<file path="src/rtl/mem_stage_vlat.sv">
// Variable-latency MEM pipeline stage between EX and WB. It waits for the data
// response, buffers it across WB stalls, extracts load data, and discards
// responses owed to flushed instructions.
module mem_stage_vlat #(
  parameter int DATA_W = 32,
  parameter int OFS_W  = $clog2(DATA_W / 8),
  parameter int DISC_W = 2
) (
  input  logic              clk,
  input  logic              resetn,
  input  logic              flush,
  input  logic              ex_valid,
  output logic              mem_allowin,
  input  logic [31:0]       ex_pc,
  input  logic              ex_req,
  input  logic              ex_is_load,
  input  logic [1:0]        ex_size,
  input  logic              ex_unsigned,
  input  logic [OFS_W-1:0]  ex_ofs,
  input  logic              ex_rf_we,
  input  logic [4:0]        ex_rf_waddr,
  input  logic [DATA_W-1:0] ex_alu_result,
  input  logic              data_rvalid,
  input  logic [DATA_W-1:0] data_rdata,
  input  logic              wb_allowin,
  output logic              mem_to_wb_valid,
  output logic [31:0]       wb_pc,
  output logic              wb_rf_we,
  output logic [4:0]        wb_rf_waddr,
  output logic [DATA_W-1:0] wb_rf_wdata,
  output logic              fwd_we,
  output logic [4:0]        fwd_waddr,
  output logic [DATA_W-1:0] fwd_wdata,
  output logic              fwd_stall
);

  typedef enum logic [1:0] {SZ_B = 2'd0, SZ_H = 2'd1, SZ_W = 2'd2, SZ_D = 2'd3} size_e;

  logic              valid_q,      valid_d;
  logic              wait_resp_q,  wait_resp_d;
  logic              buf_valid_q,  buf_valid_d;
  logic [DISC_W-1:0] disc_cnt_q,   disc_cnt_d;
  logic [31:0]       pc_q,         pc_d;
  logic              is_load_q,    is_load_d;
  size_e             size_q,       size_d;
  logic              unsigned_q,   unsigned_d;
  logic [OFS_W-1:0]  ofs_q,        ofs_d;
  logic              rf_we_q,      rf_we_d;
  logic [4:0]        rf_waddr_q,   rf_waddr_d;
  logic [DATA_W-1:0] alu_result_q, alu_result_d;
  logic [DATA_W-1:0] buf_data_q,   buf_data_d;

  logic              disc_zero, owned_beat, ready_go, leave, accept;
  logic              disc_inc, disc_dec;
  logic [DATA_W-1:0] src_data, load_data;
  logic [7:0]        sel_b;
  logic [15:0]       sel_h;
  logic [31:0]       sel_w;

  // Handshake and response ownership. A beat belongs to the held instruction
  // only once every response owed to flushed instructions has drained.
  always_comb begin
    disc_zero       = (disc_cnt_q == '0);
    owned_beat      = data_rvalid & disc_zero & valid_q & wait_resp_q & ~buf_valid_q;
    ready_go        = ~wait_resp_q | buf_valid_q | (data_rvalid & disc_zero);
    mem_to_wb_valid = valid_q & ready_go;
    leave           = mem_to_wb_valid & wb_allowin;
    mem_allowin     = ~valid_q | (ready_go & wb_allowin);
    accept          = ex_valid & mem_allowin & ~flush;
    disc_inc        = flush & valid_q & wait_resp_q & ~buf_valid_q & ~owned_beat;
    disc_dec        = data_rvalid & ~disc_zero;
  end

  // NOTE: every next-state signal takes its current value first, so paths that
  // do not assign it hold state instead of inferring a latch.
  always_comb begin
    valid_d      = valid_q;
    wait_resp_d  = wait_resp_q;
    buf_valid_d  = buf_valid_q;
    disc_cnt_d   = disc_cnt_q + DISC_W'(disc_inc) - DISC_W'(disc_dec);
    pc_d         = pc_q;
    is_load_d    = is_load_q;
    size_d       = size_q;
    unsigned_d   = unsigned_q;
    ofs_d        = ofs_q;
    rf_we_d      = rf_we_q;
    rf_waddr_d   = rf_waddr_q;
    alu_result_d = alu_result_q;
    buf_data_d   = buf_data_q;

    if (flush) begin
      valid_d     = 1'b0;
      wait_resp_d = 1'b0;
      buf_valid_d = 1'b0;
    end else begin
      if (leave) begin
        valid_d     = 1'b0;
        wait_resp_d = 1'b0;
        buf_valid_d = 1'b0;
      end else if (owned_beat) begin
        buf_valid_d = 1'b1;
        wait_resp_d = 1'b0;
        buf_data_d  = data_rdata;
      end
      if (accept) begin
        valid_d      = 1'b1;
        wait_resp_d  = ex_req;
        buf_valid_d  = 1'b0;
        pc_d         = ex_pc;
        is_load_d    = ex_is_load;
        size_d       = size_e'(ex_size);
        unsigned_d   = ex_unsigned;
        ofs_d        = ex_ofs;
        rf_we_d      = ex_rf_we;
        rf_waddr_d   = ex_rf_waddr;
        alu_result_d = ex_alu_result;
      end
    end
  end

  // NOTE: state updates use non-blocking assignments so every register samples
  // the pre-edge values; payload registers are cleared too so outputs read 0.
  always_ff @(posedge clk) begin
    if (!resetn) begin
      valid_q      <= 1'b0;
      wait_resp_q  <= 1'b0;
      buf_valid_q  <= 1'b0;
      disc_cnt_q   <= '0;
      pc_q         <= '0;
      is_load_q    <= 1'b0;
      size_q       <= SZ_B;
      unsigned_q   <= 1'b0;
      ofs_q        <= '0;
      rf_we_q      <= 1'b0;
      rf_waddr_q   <= '0;
      alu_result_q <= '0;
      buf_data_q   <= '0;
    end else begin
      valid_q      <= valid_d;
      wait_resp_q  <= wait_resp_d;
      buf_valid_q  <= buf_valid_d;
      disc_cnt_q   <= disc_cnt_d;
      pc_q         <= pc_d;
      is_load_q    <= is_load_d;
      size_q       <= size_d;
      unsigned_q   <= unsigned_d;
      ofs_q        <= ofs_d;
      rf_we_q      <= rf_we_d;
      rf_waddr_q   <= rf_waddr_d;
      alu_result_q <= alu_result_d;
      buf_data_q   <= buf_data_d;
    end
  end

  assign src_data = buf_valid_q ? buf_data_q : data_rdata;
  assign sel_b    = src_data[{ofs_q, 3'b000} +: 8];
  assign sel_h    = src_data[{ofs_q[OFS_W-1:1], 4'b0000} +: 16];

  // On a 32-bit bus the word is the whole bus; wider buses pick it by offset.
  if (DATA_W > 32) begin : g_word_sel
    assign sel_w = src_data[{ofs_q[OFS_W-1:2], 5'b00000} +: 32];
  end else begin : g_word_whole
    assign sel_w = src_data[31:0];
  end

  always_comb begin
    load_data = src_data;
    unique case (size_q)
      SZ_B: load_data = unsigned_q ? DATA_W'(sel_b) : DATA_W'($signed(sel_b));
      SZ_H: load_data = unsigned_q ? DATA_W'(sel_h) : DATA_W'($signed(sel_h));
      SZ_W: load_data = unsigned_q ? DATA_W'(sel_w) : DATA_W'($signed(sel_w));
      SZ_D: load_data = src_data;
    endcase
  end

  assign wb_pc       = pc_q;
  assign wb_rf_we    = mem_to_wb_valid & rf_we_q;
  assign wb_rf_waddr = rf_waddr_q;
  assign wb_rf_wdata = is_load_q ? load_data : alu_result_q;
  assign fwd_we      = valid_q & rf_we_q;
  assign fwd_waddr   = rf_waddr_q;
  assign fwd_wdata   = wb_rf_wdata;
  assign fwd_stall   = valid_q & is_load_q & ~ready_go;

endmodule
</file>
<file path="config.mk">
export PLATFORM = sky130hd
export DESIGN_NAME = mem_stage_vlat
export DESIGN_NICKNAME = d
export VERILOG_FILES = /design/src/rtl/mem_stage_vlat.sv
export SDC_FILE = /design/constraint.sdc
export NUM_CORES = 1
export LEC_CHECK = 0
export ABC_AREA = 1
export BUFFER_PORTS_ARGS = -buffer_cell sky130_fd_sc_hd__buf_2
export CAP_MARGIN = 25
export CORE_MARGIN = 4
export CORE_UTILIZATION = 51
export DETAILED_ROUTE_END_ITERATION = 7
export GPL_TIMING_DRIVEN = 0
export PLACE_DENSITY = 0.83
export SLEW_MARGIN = 30
export SYNTH_ARGS = -nofsm -noshare
export SYNTH_HDL_FRONTEND = slang
export SYNTH_SLANG_ARGS = --single-unit
</file>
<file path="constraint.sdc">
create_clock -name clk -period 2.45 [get_ports clk]
set_input_delay 0.735 -clock clk [delete_from_list [all_inputs] [get_ports clk]]
set_output_delay 0.735 -clock clk [all_outputs]
set_load 0.02 [all_outputs]
</file>
Word level (Yosys, flattened, before mapping)
Index checks and enable logic that the tools add are counted.
{"block": "totals", "register_bits": 113, "inputBits": 115, "output_inout_bits": 111, "elab_cells": 69}
{"block": "op_classes", "n_addsub": 2, "n_eq_ne": 3, "n_shift": 2, "muxes": 10, "n_bitwise": 30, "n_reduce_logical": 9}
{"operator": "32-bit 2-to-1 mux", "n": 4}
{"operator": "32-bit case mux with 3 select lines", "n": 1}
{"operator": "32-bit by 6-bit variable part select with 16-bit output", "n": 1}
{"operator": "32-bit by 6-bit variable part select with 8-bit output", "n": 1}
{"operator": "1-bit AND", "n": 18}
{"operator": "1-bit inverter", "n": 9}
{"operator": "1-bit 2-to-1 mux", "n": 5}
{"operator": "2-bit == test, second input constant", "n": 2}
{"operator": "2-bit zero test", "n": 2}
{"operator": "2-bit OR reduction", "n": 2}
{"operator": "4-bit OR reduction", "n": 1}
{"operator": "1-bit OR", "n": 3}
{"operator": "3-bit AND reduction", "n": 1}
{"operator": "3-bit nonzero test", "n": 1}
{"operator": "2-bit by 1-bit adder with 2-bit output", "n": 1}
{"operator": "2-bit by 1-bit == test with 1-bit output, second input constant", "n": 1}
{"operator": "2-bit AND reduction", "n": 1}
{"operator": "2-bit nonzero test", "n": 1}
{"operator": "2-bit by 1-bit subtractor with 2-bit output", "n": 1}

Longest topological paths before layout
Gate-level depths: netlist of the first run.
{"block": "logic_depth", "depth_word": 9, "depth_mapped": 11, "ltp_nobuf": 9}

Least setup slack after synthesis of the first run
OpenSTA, ideal clock, no wires.
{"block": "synth_timing", "kind": "input port to output port", "startpoint": "input data_rdata[23]", "endpoint": "output wb_rf_wdata[10]", "t_arrival_ns": 1.950, "required_time_ns": 1.715, "slack_ns": -0.235, "stages": 10, "path_buffers": 2, "path_cell_list": "inv_1 -> nand2_1 -> nand3_1 -> nand2_1 -> nand2_1 -> nand2_1 -> nand2_2 -> buf_6 -> a21oi_1 -> buf_4"}
{"block": "synth_via", "elab_chain_len": 5}
{"element": "start: declaration", "line_no": "24", "text": "input logic [DATA_W-1:0] data_rdata,"}
{"element": "32-bit 2-to-1 mux", "line_no": "155", "text": "assign src_data = buf_valid_q ? buf_data_q : data_rdata;"}
{"element": "32-bit by 6-bit variable part select with 8-bit output", "line_no": "156", "text": "assign sel_b = src_data[{ofs_q, 3'b000} +: 8];"}
{"element": "32-bit 2-to-1 mux", "line_no": "169", "text": "SZ_B: load_data = unsigned_q ? DATA_W'(sel_b) : DATA_W'($signed(sel_b));"}
{"element": "32-bit case mux with 3 select lines", "line_no": "168", "text": "unique case (size_q)"}
{"element": "32-bit 2-to-1 mux", "line_no": "179", "text": "assign wb_rf_wdata = is_load_q ? load_data : alu_result_q;"}
{"element": "end: declaration", "line_no": "30", "text": "output logic [DATA_W-1:0] wb_rf_wdata,"}
No other way between the ends.

Worst setup path after layout of the first run
{"block": "layout_timing", "startpoint": "register buf_valid_q", "endpoint": "output wb_rf_wdata[11]"}
{"block": "layout_via", "elab_chain_len": 5, "word_cells_on_any_way": 7, "classes_between": "shift: 2; mux: 5"}
{"element": "start: declaration", "line_no": "41", "text": "logic buf_valid_q, buf_valid_d;"}
{"element": "start signal: assignment", "line_no": "141", "text": "buf_valid_q <= buf_valid_d;"}
{"element": "32-bit 2-to-1 mux *", "line_no": "155"}
{"element": "32-bit by 6-bit variable part select with 16-bit output / 32-bit by 6-bit variable part select with 8-bit output (equally long branches)", "line_no": "157, 156"}
{"element": "32-bit 2-to-1 mux (on tied branches)", "line_no": "170, 169"}
{"element": "32-bit case mux with 3 select lines *", "line_no": "168"}
{"element": "32-bit 2-to-1 mux *", "line_no": "179"}
Mark *: on every way between the ends. The rest lies on a longest branch, timed or not.

==> results of run 1 <==
registers in the layout, summed over array words and instances (netlist names):
name          flops
disc_cnt_q        2
wait_resp_q       1
size_q            2
alu_result_q     32
fwd_waddr         5
unsigned_q        1
ofs_q             2
buf_data_q       32
rf_we_q           1
buf_valid_q       1
is_load_q         1
wb_pc            32
valid_q           1
worst max-delay path by stage:
| stage | from | endpoint | slack, ns | depth (start not counted) |
|---|---|---|---|---|
| after floorplan | data_rdata[15] | wb_rf_wdata[25] | -0.05 | 10 |
| after global placement | buf_valid_q | wb_rf_wdata[1] | -0.43 | 10 |
| after detailed placement | buf_valid_q | wb_rf_wdata[1] | -0.44 | 10 |
| after CTS | buf_valid_q | wb_rf_wdata[12] | -0.29 | 11 |
| after global routing | buf_valid_q | wb_rf_wdata[6] | -0.40 | 10 |
| final | buf_valid_q | wb_rf_wdata[11] | -0.35 | 11 |
final cells by class:
type,instances,area [um^2]
multi-input combinational,724,3680
fill,873,2460
sequential,113,2270
timing repair buffer,241,1620
buffer,98,830
inverter,126,513
clock buffer,19,453
tap,168,210
clock inverter,13,175
tightest hold or removal path, stage by stage (launching register included):
cell and delay [ns]:
dfxtp_1 0.31, nand2_1 0.06, a21oi_1 0.05
through the flow:
| step | area [um^2] | total power [mW] | hold WS, ns |
|---|---|---|---|
| after floorplan | 6840 | 2.96 | 0.440 |
| after global placement | 8170 | 3.37 | 0.448 |
| after detailed placement | 8170 | 3.38 | 0.452 |
| after CTS | 9450 | 6.21 | 0.461 |
| after global routing | 9750 | 6.54 | 0.478 |
| final | 9750 | 6.32 | 0.462 |
cells in the final DEF (no fill, tap or decap), drive strengths merged:
cell	instances
nand3	77
dfxtp	113
nor2	236
o21a	1
buf	316
o21ai	31
clkinv	5
a21oi	73
clkbuf	42
bufinv	3
nand2	300
nand4	2
xor2	1
inv	129
nor3	1
clkinvlp	2
ha	2
timing repair:
action / in CTS / in global routing
pin swaps: 31 / 14
cloned: 3 / 0
setup endpoints to repair: 65 / 65
setup buffers: 10 / 4
gates resized for setup: 185 / 76
cells by family (layout without fill, tap and decap cells):
group / count (synthesis) / after routing / share of synthesized area
AND/OR/NAND/NOR: 616 / 616 / 0.383
buffers and inverters: 225 / 497 / 0.174
flip-flops: 113 / 113 / 0.350
AO/OA/AOI/OAI: 105 / 105 / 0.0886
adder cells (fa/ha/maj): 2 / 2 / 0.00387
XOR/XNOR: 1 / 1 / 0.00135
per-layer routing:
metal,routed length (um),track usage,share of wire,vias to the layer above
met4,803,0.149,0.035,0
met2,11400,0.511,0.50,348
met5,0,0,0,-
met1,8960,0.359,0.39,3416
li1,-,-,-,3719
met3,1740,0.0851,0.076,66
report_power, final:
| group | switching, mW | leakage, nW | internal, mW |
|---|---|---|---|
| registers | 0.0524 | 0.927 | 1.93 |
| logic | 0.961 | 3.82 | 0.736 |
| clock network | 0.971 | 0.301 | 1.67 |
==> reports/metrics.cfg, run 1 <==
[worst_hold_path]
hold_depth = 2
hold_path.class = register to register
holdPathEnd = buf_data_q[0]
min-delay-start = buf_data_q[0]

[logic_synthesis]
synth_edf_count = 0
async_flop_share = 0
ys_seq_area_frac = 0.350
yosysTopAreaCellShare = 0.350
synth_commonest_cells = 295 x nand2_1, 231 x nor2_1, 124 x inv_1
synth_seq_cells = 113
synth-main-ff-cell = dfxtp_1
synth.largest_area_cell = dfxtp_1
syn-num-nets = 1179
yosys_warnings = 0
synthCells = 1062
avgSynthCellArea_um2 = 6.09
synthesis.area_mm2 = 0.00647
synth.most_common_cell = nand2_1
ys_top_cells_by_area = dfxtp_1 35%, nand2_1 17%, nor2_1 13%
ys_types = 26

[sta]
clock_skew_ns = 0.00755
tightest_slew_ns = 0.669
setup_ws_ns = -0.351
period_share = 1.14
setup_viol = 64
grt_setup_unrepaired = true
hold_viol_final = 0
report.final.slew_viol_count = 0
period_needed_ns = 2.80
fmax_ghz = 0.357
slew_headroom = 0.554
fin_setup_tns_ns = -17.58

[die]
io_pins = 226
start_util = 0.530
die-area_mm2 = 0.0145
die_h_um = 121
core_mm2 = 0.0122
die_x_um = 121
placementRows = 40

[global_route]
grt_usage = 0.305
grt_max_degree = 17
grt_pass1_wl_mm = 35.2
antenna_found_initial = 0
grt_pass1_vias = 7139
gr-total-overflow = 0

[power_and_ir_drop]
p_per_area_mw_per_mm2 = 648
p_leak_nw = 5.05
vdd.ir_drop.worst_mv = 0.580

[worst_setup_path]
crit_family = buffers and inverters
path_class = register to primary output
critPathMaxFanout = 6
startpoint_type = register
worstPathArrival_ns = 2.07
rr_worst_depth = 7
crit_chain = buf_8 -> nand2_4 -> nand3_2 -> nand2_1 -> nand2_1 -> nand2_4 -> nand2_8 -> buf_12 -> a21oi_4 -> buf_6 -> buf_4
cp.required_ns = 1.71
rrSetupSlack_ns = 0.66
cpPeakStageDelay_ns = 0.39
end_kind = primary output
critPathBufInv = 4
crit-reg2reg-launch = buf_valid_q
crit_slowest_cell = dfxtp_4
r2r-end = buf_data_q[12]

[clock_network]
insertion_delay_ns = 0.43
htreeDepth = 4
cts_hold_buffers = 0
clk_pin_slew_worst_paths_ns = 0.06
tritoncts = built
cts_max_path_buffers = 2
cts_buffers = 17
root_buffer = clkbuf_16
cts_sinks = 113

[route]
drc_errors = 0
drt_wl_total_mm = 22.9
post_drt_wl_per_cell_um = 15.2
num_vias = 7549
ant_nets = 0
drt_iter0_drc = 729
dr.pass1.iters = 5
viasPerCell = 5.03

[place]
dp.cells = 1454
post-place-ws_ns = -0.439
hpwl_mm = 15.6
port_buffers = 224
place_congestion = 0.999

[run]
cap_viol_max_count = 0

[finish]
antenna_cells = 0
final_core_util = 0.798
finalNonFillerCells = 1502
syn2layout_area_growth_pct = 50.7
drive_above_1_share = 0.358
fin_nets = 1438

[status]
violations = setup timing
outcome = finished with violations

(Power assumes the default switching activity.)
==> run 2: changes to the inputs <==
SKIP_LAST_GASP = 1   (was not set)
==> run 2 against run 1 <==
Against the previous run: the run still ends with setup timing left; sequential share of layout area barely moved; critical path depth fell by 1; flip-flop and latch count did not move; maximum frequency fell by 0.33%; final cell count did not move; routed wire length rose by 0.40%; combinational power barely moved; clock skew fell by 0.00096 ns; final area fell by 0.17%; critical path type unchanged.
==> reports/metrics.cfg, run 2 (synthesized netlist as in run 1, its figures left out) <==
[worst_hold_path]
hold_path.class = register to register

[die]
placementRows = 40  ; unchanged
die_h_um = 121  ; unchanged
die-area_mm2 = 0.0145  ; unchanged
start_util = 0.530  ; unchanged
die_x_um = 121  ; unchanged
core_mm2 = 0.0122  ; unchanged
io_pins = 226  ; unchanged

[sta]
hold_viol_final = 0  ; unchanged
slew_headroom = 0.588  ; +0.0345
fmax_ghz = 0.356  ; -0.33%
period_share = 1.15  ; +0.00375
report.final.slew_viol_count = 0  ; unchanged
fin_setup_tns_ns = -17.88  ; -0.301 ns
grt_setup_unrepaired = true
clock_skew_ns = 0.00659  ; -0.000962 ns
setup_ws_ns = -0.360  ; -0.00918 ns
setup_viol = 64  ; unchanged
tightest_slew_ns = 0.617  ; -0.0517 ns
period_needed_ns = 2.81  ; +0.00918 ns

[place]
place_congestion = 0.999  ; unchanged
port_buffers = 224  ; unchanged
dp.cells = 1454  ; unchanged
placed_area_mm2 = 0.00817  ; unchanged
hpwl_mm = 15.6  ; unchanged

[global_route]
grt_usage = 0.305  ; unchanged
grt_max_degree = 17  ; unchanged
gr-total-overflow = 0  ; unchanged
grt_pass1_vias = 7139  ; unchanged
antenna_found_initial = 0  ; unchanged
grt_pass1_wl_mm = 35.2  ; unchanged

[clock_network]
cts_sinks = 113  ; unchanged
cts_buffers = 17  ; unchanged
root_buffer = clkbuf_16
htreeDepth = 4  ; unchanged
clk_pin_slew_worst_paths_ns = 0.06  ; about the same
insertion_delay_ns = 0.43  ; about the same
cts_max_path_buffers = 2  ; unchanged
tritoncts = built

[run]
cap_viol_max_count = 0  ; unchanged

[worst_setup_path]
cp.required_ns = 1.71  ; about the same
worstPathArrival_ns = 2.08  ; about the same
path_class = register to primary output
end_kind = primary output
startpoint_type = register
critPathMaxFanout = 6  ; unchanged

[route]
drc_errors = 0  ; unchanged
drt_wl_total_mm = 23.0  ; +0.40%
ant_nets = 0  ; unchanged
num_vias = 7591  ; +0.56%
dr.pass1.iters = 6  ; +1
post_drt_wl_per_cell_um = 15.3  ; +0.40%
viasPerCell = 5.05  ; +0.56%
drt_iter0_drc = 789  ; +8.2%

[finish]
finalNonFillerCells = 1502  ; unchanged
antenna_cells = 0  ; unchanged
syn2layout_area_growth_pct = 50.5
multi_input_area_mm2 = 0.00367  ; -0.20%
fin_area_mm2 = 0.00973  ; -0.17%
fin_nets = 1438  ; unchanged
mostFrequentLayoutCells = 279 x nand2_1, 212 x nor2_1, 173 x buf_2
nFillCells = 881  ; +0.92%
drive_above_1_share = 0.356  ; -0.00150
regArea_mm2 = 0.00227  ; unchanged
layout_commonest_cell = nand2_1
final_core_util = 0.797  ; -0.00133

[status]
outcome = finished with violations
violations = setup timing

[power_and_ir_drop]
p_leak_nw = 5.04  ; -0.11%
p_per_area_mw_per_mm2 = 649  ; +0.10%
vdd.ir_drop.worst_mv = 0.579  ; about the same

[run 2: cell counts in the layout (fill, tap and decap cells not counted)]
Identical to the previous run, type by type.
[run 2: per-layer routing]
| metal | up-vias | global-route usage | routed length, um |
|---|---|---|---|
| met5 | - | 0 | 0 |
| met1 | 3475 | 0.359 | 8950 |
| met3 | 70 | 0.0847 | 1730 |
| li1 | 3718 | - | - |
| met2 | 328 | 0.511 | 11400 |
| met4 | 0 | 0.149 | 873 |
[run 2: timing repair]
action	in CTS	in global routing
gates resized for setup	184	72
hold buffers	0	0
pin swaps	31	14
setup buffers	10	4
endpoints found under the setup margin	65	65
cloned	3	0
[run 2: metrics by stage]
| stage | power (mW) | setup slack [ns] | hold slack (ns) |
|---|---|---|---|
| finish | 6.31 | -0.360 | 0.463 |
| floorplan | 2.96 | -0.0459 | 0.440 |
| global route | 6.54 | -0.408 | 0.478 |
| detailed placement | 3.38 | -0.439 | 0.452 |
| CTS | 6.21 | -0.291 | 0.461 |
| global placement | 3.37 | -0.427 | 0.448 |
[run 2: critical path, stage by stage, from the launching register on]
cell	delay (ns)
dfxtp_4	0.42
buf_8	0.16
nand2_2	0.07
nand3_2	0.08
nand3_4	0.08
nor2_4	0.21
buf_6	0.16
nor2_1	0.08
a21oi_4	0.16
buf_6	0.11
buf_6	0.10
[run 2: cell type report]
type                       instances  area share
buffer                            98      0.0852
clock buffer                      19      0.0465
clock inverter                    13      0.0180
inverter                         126      0.0527
multi-input combinational        724       0.377
sequential                       113       0.233
tap                              168      0.0216
timing repair buffer             241       0.165
[run 2: power breakdown]
group	internal, mW	switching, mW	total (mW)	leakage (nW)
registers	1.93	0.0525	1.98	0.927
clock network	1.67	0.970	2.64	0.301
logic	0.732	0.961	1.69	3.82
[run 2: worst paths after layout]
check	from	endpoint	slack [ns]	depth (start not counted)
setup reg to reg	buf_valid_q	buf_data_q[12]	0.64	7
setup / recovery	buf_valid_q	wb_rf_wdata[22]	-0.36	10
hold reg to reg	buf_data_q[0]	buf_data_q[0]	0.46	2
hold / removal	buf_data_q[0]	buf_data_q[0]	0.46	2
